## src/rtl/audio_i2s_tx_pkg.sv

```systemverilog
// Shared audio constants and the frame-length helper, which the PSG-side
// sample-rate documentation also uses.
package audio_i2s_tx_pkg;

    localparam int unsigned SAMPLE_WIDTH      = 16;
    localparam int unsigned DEFAULT_BCK_HALF  = 4;
    localparam int unsigned DEFAULT_SLOT_BITS = 32;

    // clk cycles per stereo frame: two slots of slot_bits BCK periods each
    function automatic int unsigned frame_len(input int unsigned bck_half,
                                              input int unsigned slot_bits);
        return 2 * slot_bits * 2 * bck_half;
    endfunction

endpackage

```

## src/rtl/audio_i2s_tx.sv

```systemverilog
// Stereo Philips-I2S transmitter: paces the PSG with one next_sample strobe per
// frame, captures the sample pair at frame end and shifts it out MSB-first.
module audio_i2s_tx
    import audio_i2s_tx_pkg::*;
#(
    parameter int unsigned BCK_HALF  = DEFAULT_BCK_HALF,
    parameter int unsigned SLOT_BITS = DEFAULT_SLOT_BITS
) (
    input  logic                    clk,
    input  logic                    rst,
    input  logic                    enable,
    input  logic [SAMPLE_WIDTH-1:0] left_audio,
    input  logic [SAMPLE_WIDTH-1:0] right_audio,
    output logic                    next_sample,
    output logic                    i2s_lrck,
    output logic                    i2s_bck,
    output logic                    i2s_data
);

    localparam int unsigned FRAME   = frame_len(BCK_HALF, SLOT_BITS);
    localparam int unsigned CNT_W   = $clog2(FRAME);
    localparam int unsigned BCK_BIT = $clog2(BCK_HALF);
    localparam int unsigned FW_W    = 2 * SLOT_BITS;
    localparam int unsigned PAD_W   = SLOT_BITS - SAMPLE_WIDTH;

    localparam logic [CNT_W-1:0] CNT_LAST = CNT_W'(FRAME - 1);

    logic [CNT_W-1:0] cnt_q, cnt_d;
    logic [FW_W-1:0]  shift_q, shift_d;
    logic             data_q, data_d;
    logic             strobe_q, strobe_d;
    logic [FW_W-1:0]  frame_word;
    logic             frame_end;
    logic             slot_end;

    always_comb begin
        frame_word = {left_audio, {PAD_W{1'b0}}, right_audio, {PAD_W{1'b0}}};
        frame_end  = (cnt_q == CNT_LAST);
        // Last cycle of a BCK period, i.e. the cycle before BCK falls
        slot_end   = &cnt_q[BCK_BIT:0];

        cnt_d    = cnt_q + CNT_W'(1);
        shift_d  = shift_q;
        data_d   = data_q;
        strobe_d = (cnt_q == '0);

        if (frame_end) begin
            // Slot 0 carries a zero: the one-BCK Philips delay after LRCK
            shift_d = frame_word;
            data_d  = 1'b0;
        end else if (slot_end) begin
            data_d  = shift_q[FW_W-1];
            shift_d = {shift_q[FW_W-2:0], 1'b0};
        end
    end

    always_ff @(posedge clk) begin
        if (rst || !enable) begin
            cnt_q    <= '0;
            shift_q  <= '0;
            data_q   <= 1'b0;
            strobe_q <= 1'b0;
        end else begin
            cnt_q    <= cnt_d;
            shift_q  <= shift_d;
            data_q   <= data_d;
            strobe_q <= strobe_d;
        end
    end

    assign next_sample = strobe_q;
    assign i2s_bck     = cnt_q[BCK_BIT];
    assign i2s_lrck    = cnt_q[CNT_W-1];
    assign i2s_data    = data_q;

endmodule
```

## config.mk

```make
export PLATFORM = sky130hd
export DESIGN_NAME = audio_i2s_tx
export DESIGN_NICKNAME = d
export VERILOG_FILES = /design/src/rtl/audio_i2s_tx_pkg.sv /design/src/rtl/audio_i2s_tx.sv
export SDC_FILE = /design/constraint.sdc
export NUM_CORES = 1
export LEC_CHECK = 0
export CAP_MARGIN = 20
export CORE_AREA = 3 3 74 76
export CTS_BUF_LIST = sky130_fd_sc_hd__clkbuf_4 sky130_fd_sc_hd__clkbuf_8
export CTS_CLUSTER_SIZE = 16
export DETAILED_ROUTE_END_ITERATION = 7
export DIE_AREA = 0 0 77 79
export PLACE_DENSITY = 0.8
export SYNTH_ARGS = -nofsm -noshare
export SYNTH_HDL_FRONTEND = slang
export SYNTH_SLANG_ARGS = --single-unit
```

## constraint.sdc

```tcl
create_clock -name clk -period 2.3 [get_ports clk]
set_input_delay 0.575 -clock clk [delete_from_list [all_inputs] [get_ports clk]]
set_output_delay 0.575 -clock clk [all_outputs]
set_load 0.05 [all_outputs]
```

# After elaboration in Yosys (flattened, before gate mapping)
# Index checks and enable logic that the tools add are counted.
word_totals:
  in_bits: 35
  regBits: 59
  word_cells: 15
  output_inout_bits: 4
op_classes:
  reduce_logical: 6
  muxes: 2
  eq_ne: 1
  add_sub_neg: 1
ops:
  columns: ["operator", "count"]
  rows:
  - ["$mux 64", 2]
  - ["$add 9x1->9 const B", 1]
  - ["$eq 9x9->1 const B", 1]
  - ["$logic_not 9->1", 1]
  - ["$reduce_and 3->1", 1]
  - ["$reduce_bool 2->1", 1]
  - ["$reduce_or 2->1", 1]
  - ["$logic_not 1->1", 1]
  - ["$logic_or 1x1->1", 1]

# Depth between registers and ports, before layout
# Gate-level depths: netlist of the first run.
logic_depth:
  word_depth: 3
  mapped_depth: 9
  ltp_nobuf: 7

# Worst setup path before layout of the first run
# No wires, ideal clock.
synth_path:
  path_type: "reg2reg"
  startpoint: "reg cnt_q[2]"
  endpoint: "reg shift_q[37]"
  required_ns: 2.183
  path_stages_with_launch: 9
  path_buffers: 3
  arrival_ns: 1.879
  setup_ns: 0.117
  slack_ns: 0.304
  path_cell_list: "dfxtp_1 > nand3_2 > nor3_1 > ha_1 > buf_2 > nand2b_1 > buf_2 > buf_2 > nor2_1"
synth_between:
  elab_chain_cells: 2
  word_cells_on_any_way: 3
  cone_classes: "1 x eq/ne; 2 x reduce/logical"
synth_rtl:
  columns: ["item", "line_no", "text"]
  rows:
  - ["start, declared", "audio_i2s_tx.sv:28", "logic [CNT_W-1:0] cnt_q, cnt_d;"]
  - ["start signal, assigned", "audio_i2s_tx.sv:64", "cnt_q <= cnt_d;"]
  - ["$eq 9x9->1", "audio_i2s_tx.sv:38", "frame_end = (cnt_q == CNT_LAST);"]
  - ["$reduce_or 2->1 (no line)", null, null]
  - ["end signal, assigned", "audio_i2s_tx.sv:65", "shift_q <= shift_d;"]
  - ["end, declared", "audio_i2s_tx.sv:29", "logic [FW_W-1:0] shift_q, shift_d;"]
# Several ways; a longest one is shown, not always the timed one.
# A chain may end at the register's enable or synchronous reset.

# Worst setup path after layout of the first run
layout_path:
  startpoint: "reg cnt_q[2]"
  endpoint: "out i2s_bck"
layout_lines:
  columns: ["item", "line_no", "text"]
  rows:
  - ["end, declared", "audio_i2s_tx.sv:16", "output logic i2s_bck,"]
# No word-level cell between the ends.

==> results of run 1 <==
[registers in the layout, summed over array words and instances, names as in the netlist]
| name | cells |
|---|---|
| i2s_data | 1 |
| shift_q | 48 |
| cnt_q | 9 |
| next_sample | 1 |
[kinds of logic (layout without fill, tap and decap cells)]
| kind of cell | after synthesis | after routing | synth area share, % |
|---|---|---|---|
| muxes | 79 | 79 | 34.9 |
| and+or+nand+nor | 71 | 71 | 11.7 |
| DFF | 59 | 59 | 43.5 |
| buffers and inverters | 20 | 63 | 6.18 |
| AOI/OAI and AO/OA | 7 | 7 | 1.29 |
| adders and majority gates | 4 | 4 | 1.84 |
| xor gates and xnor gates | 2 | 2 | 0.646 |
[routing by layer]
metal	GRT usage, %	part of all wire, %
met1	18.5	46
met2	24.7	45
met3	9.52	7.4
met4	6.41	1.4
met5	0	0
[power by group]
group	switching [mW]	internal, mW	total, mW
clock network	0.406	0.416	0.823
logic	0.0318	0.0595	0.0913
registers	0.00208	1.02	1.03
[final cells by class]
class | count | share of cell area [%]
well taps | 67 | 2.57
flip-flops and latches | 59 | 36.2
clock inverters | 6 | 1.27
multi-input cells | 163 | 42.0
repair buffers | 43 | 13.2
inverters | 4 | 0.461
clock buffers | 10 | 4.22
[worst paths after layout]
path,from,end,slack (ns)
setup / recovery,cnt_q[2]$_SDFF_PP0_,i2s_bck,0.10
hold reg to reg,cnt_q[0]$_SDFF_PP0_,cnt_q[0]$_SDFF_PP0_,0.48
hold / removal,cnt_q[0]$_SDFF_PP0_,cnt_q[0]$_SDFF_PP0_,0.48
setup reg to reg,cnt_q[0]$_SDFF_PP0_,shift_q[16]$_SDFFE_PP0P_,0.33
[synthesized netlist by cell type, drive strengths merged]
| cell type | n |
|---|---|
| dfxtp | 59 |
| nor2 | 52 |
| mux2i | 48 |
| mux2 | 31 |
| buf | 14 |
| a21oi | 4 |
| ha | 4 |
| inv | 4 |
| and2 | 3 |
| nand3 | 3 |
| o21ai | 3 |
| or3 | 3 |
| clkbuf | 2 |
| nand2b | 2 |
| and2b | 1 |
| and3 | 1 |
| nand2 | 1 |
| nand4 | 1 |
| nor3 | 1 |
| nor3b | 1 |
| nor4 | 1 |
| nor4b | 1 |
| xnor2 | 1 |
| xor2 | 1 |
[through the flow]
| step | cell area [µm²] | utilization [%] | setup WS [ns] |
|---|---|---|---|
| final | 3260 | 68.1 | 0.101 |
| after global routing | 3260 | 68.1 | 0.0152 |
| after CTS | 3260 | 68.1 | 0.0867 |
| after detailed placement | 3080 | 64.4 | 0.382 |
| after global placement | 3080 | 64.4 | 0.459 |
| after floorplan | 2710 | - | 0.304 |
==> impl_metrics.yaml, run 1 <==
yosys:
  synth_area_per_cell_um2: 11.2
  yosysTopAreaCellShare_pct: 43.5
  syn_inst: 242
  synth.distinct_cells: 29
  synth_seq_area_share_pct: 43.5
  syn_area_mm2: 0.00271
  yosysWarnings: 0
  syn_nets: 281
  ys_top_cells_by_area: "dfxtp_1 (44%), mux2i_1 (18%), mux2_4 (17%), nor2_1 (7.2%), buf_12 (2.2%)"
  synth.largest_area_cell: "dfxtp_1"
  synth-seq-cells: 59
finish:
  num-nets-final: 319
  multi_input_area_mm2: 0.00137
  final_cell_mix: "dfxtp_1 (59), nor2_1 (52), mux2i_1 (48)"
  seq_area_mm2: 0.00118
  final_common_cell: "dfxtp_1"
  drive_gt1_share_pct: 19.3
  layout.cells.non_filler: 352
  fill_cells: 382
  area_growth_pct: 20.1
  diodes: 0
routing:
  wirelength_um: 4500
  vias: 1757
  avgRoutedWirePerCell_um: 12.8
  drc: 0
  drt-pass1-iter-count: 4
  final_antenna_net_count: 0
  drtIter0Drc: 50
  drt-vias-per-instance: 4.99
power:
  ir_worst_vdd_mv: 0.415
  power_density_mw_per_mm2: 595
  power_mw: 1.94
  p_leak_nw: 1.10
clock_tree:
  tritoncts.num_buffers: 9
  post_cts_resized: 0
  holdBufCountCts: 0
  cts.sinks: 59
  clock_latency_ns: 0.34
  root_buffer: "clkbuf_8"
  cts.clk_slew.worst_paths_ns: 0.07
  htreeDepth: 3
  cts_tree: "built"
  postCtsSetupBuffers: 0
  clock_path_buffers: 2
status:
  outcome: "finished clean"
min_path:
  hold_class: "reg2reg"
  worstHoldPathCells: 1
floorplanning:
  die-area_mm2: 0.00608
  rows: 25
  core_mm2: 0.00479
  pin_count: 39
  die_w_um: 77
  initial_core_util_pct: 56.7
  die_h_um: 79
placed_design:
  dpl.hpwl_um: 2850
  gp_congestion: 0.745
  dp_cells: 336
  port_buffers: 38
global_route:
  track_usage_pct: 16.1
  antenna_found_initial: 0
  grt_max_degree: 50
  grt_pass1_vias: 1674
  grt_pass1_wl_um: 7570
  gr-total-overflow: 0
timing:
  whs_ns: 0.476
  fmax_ghz: 0.455
  slew_headroom_pct: 66.9
  setup_viol: 0
  worst_slew_pin_slew_ns: 0.495
  rsz0062_at_grt: "false"
  finClkSkew_ns: 0.00804
  final_hold_viol_count: 0
  finalWorstPathRequiredPeriod_ns: 2.20
  fin_crit_sh_pct: 95.6
  drv_slew: 0
  tns_ns: 0
setup_path:
  path_depth: 1
  path_max_fanout: 6
  end_kind: "output pin"
  critical_path_class: "reg2out"
  crit_arrival_ns: 1.62
  critical_path.top_delay_family: "buffers and inverters"
  r2r_cells: 8
  crit_path_cell_trace: "clkdlybuf4s50_1"
  path_buf_inv: 1
  cpMaxStageDelayCell: "clkdlybuf4s50_1"
  critPathMaxStageDelay_ns: 0.84
  cp.required_ns: 1.73
  worstSetupStartpointType: "flip-flop"
flow_run:
  max-cap-violations: 0
Note: power is estimated with default switching activity, not from simulation.
==> run 2, diff against run 1 <==
- ABC_CLOCK_PERIOD_IN_PS: not set -> 2300
==> results of run 2 <==
No change in the layout: final DEF, timing and power equal those of run 1.
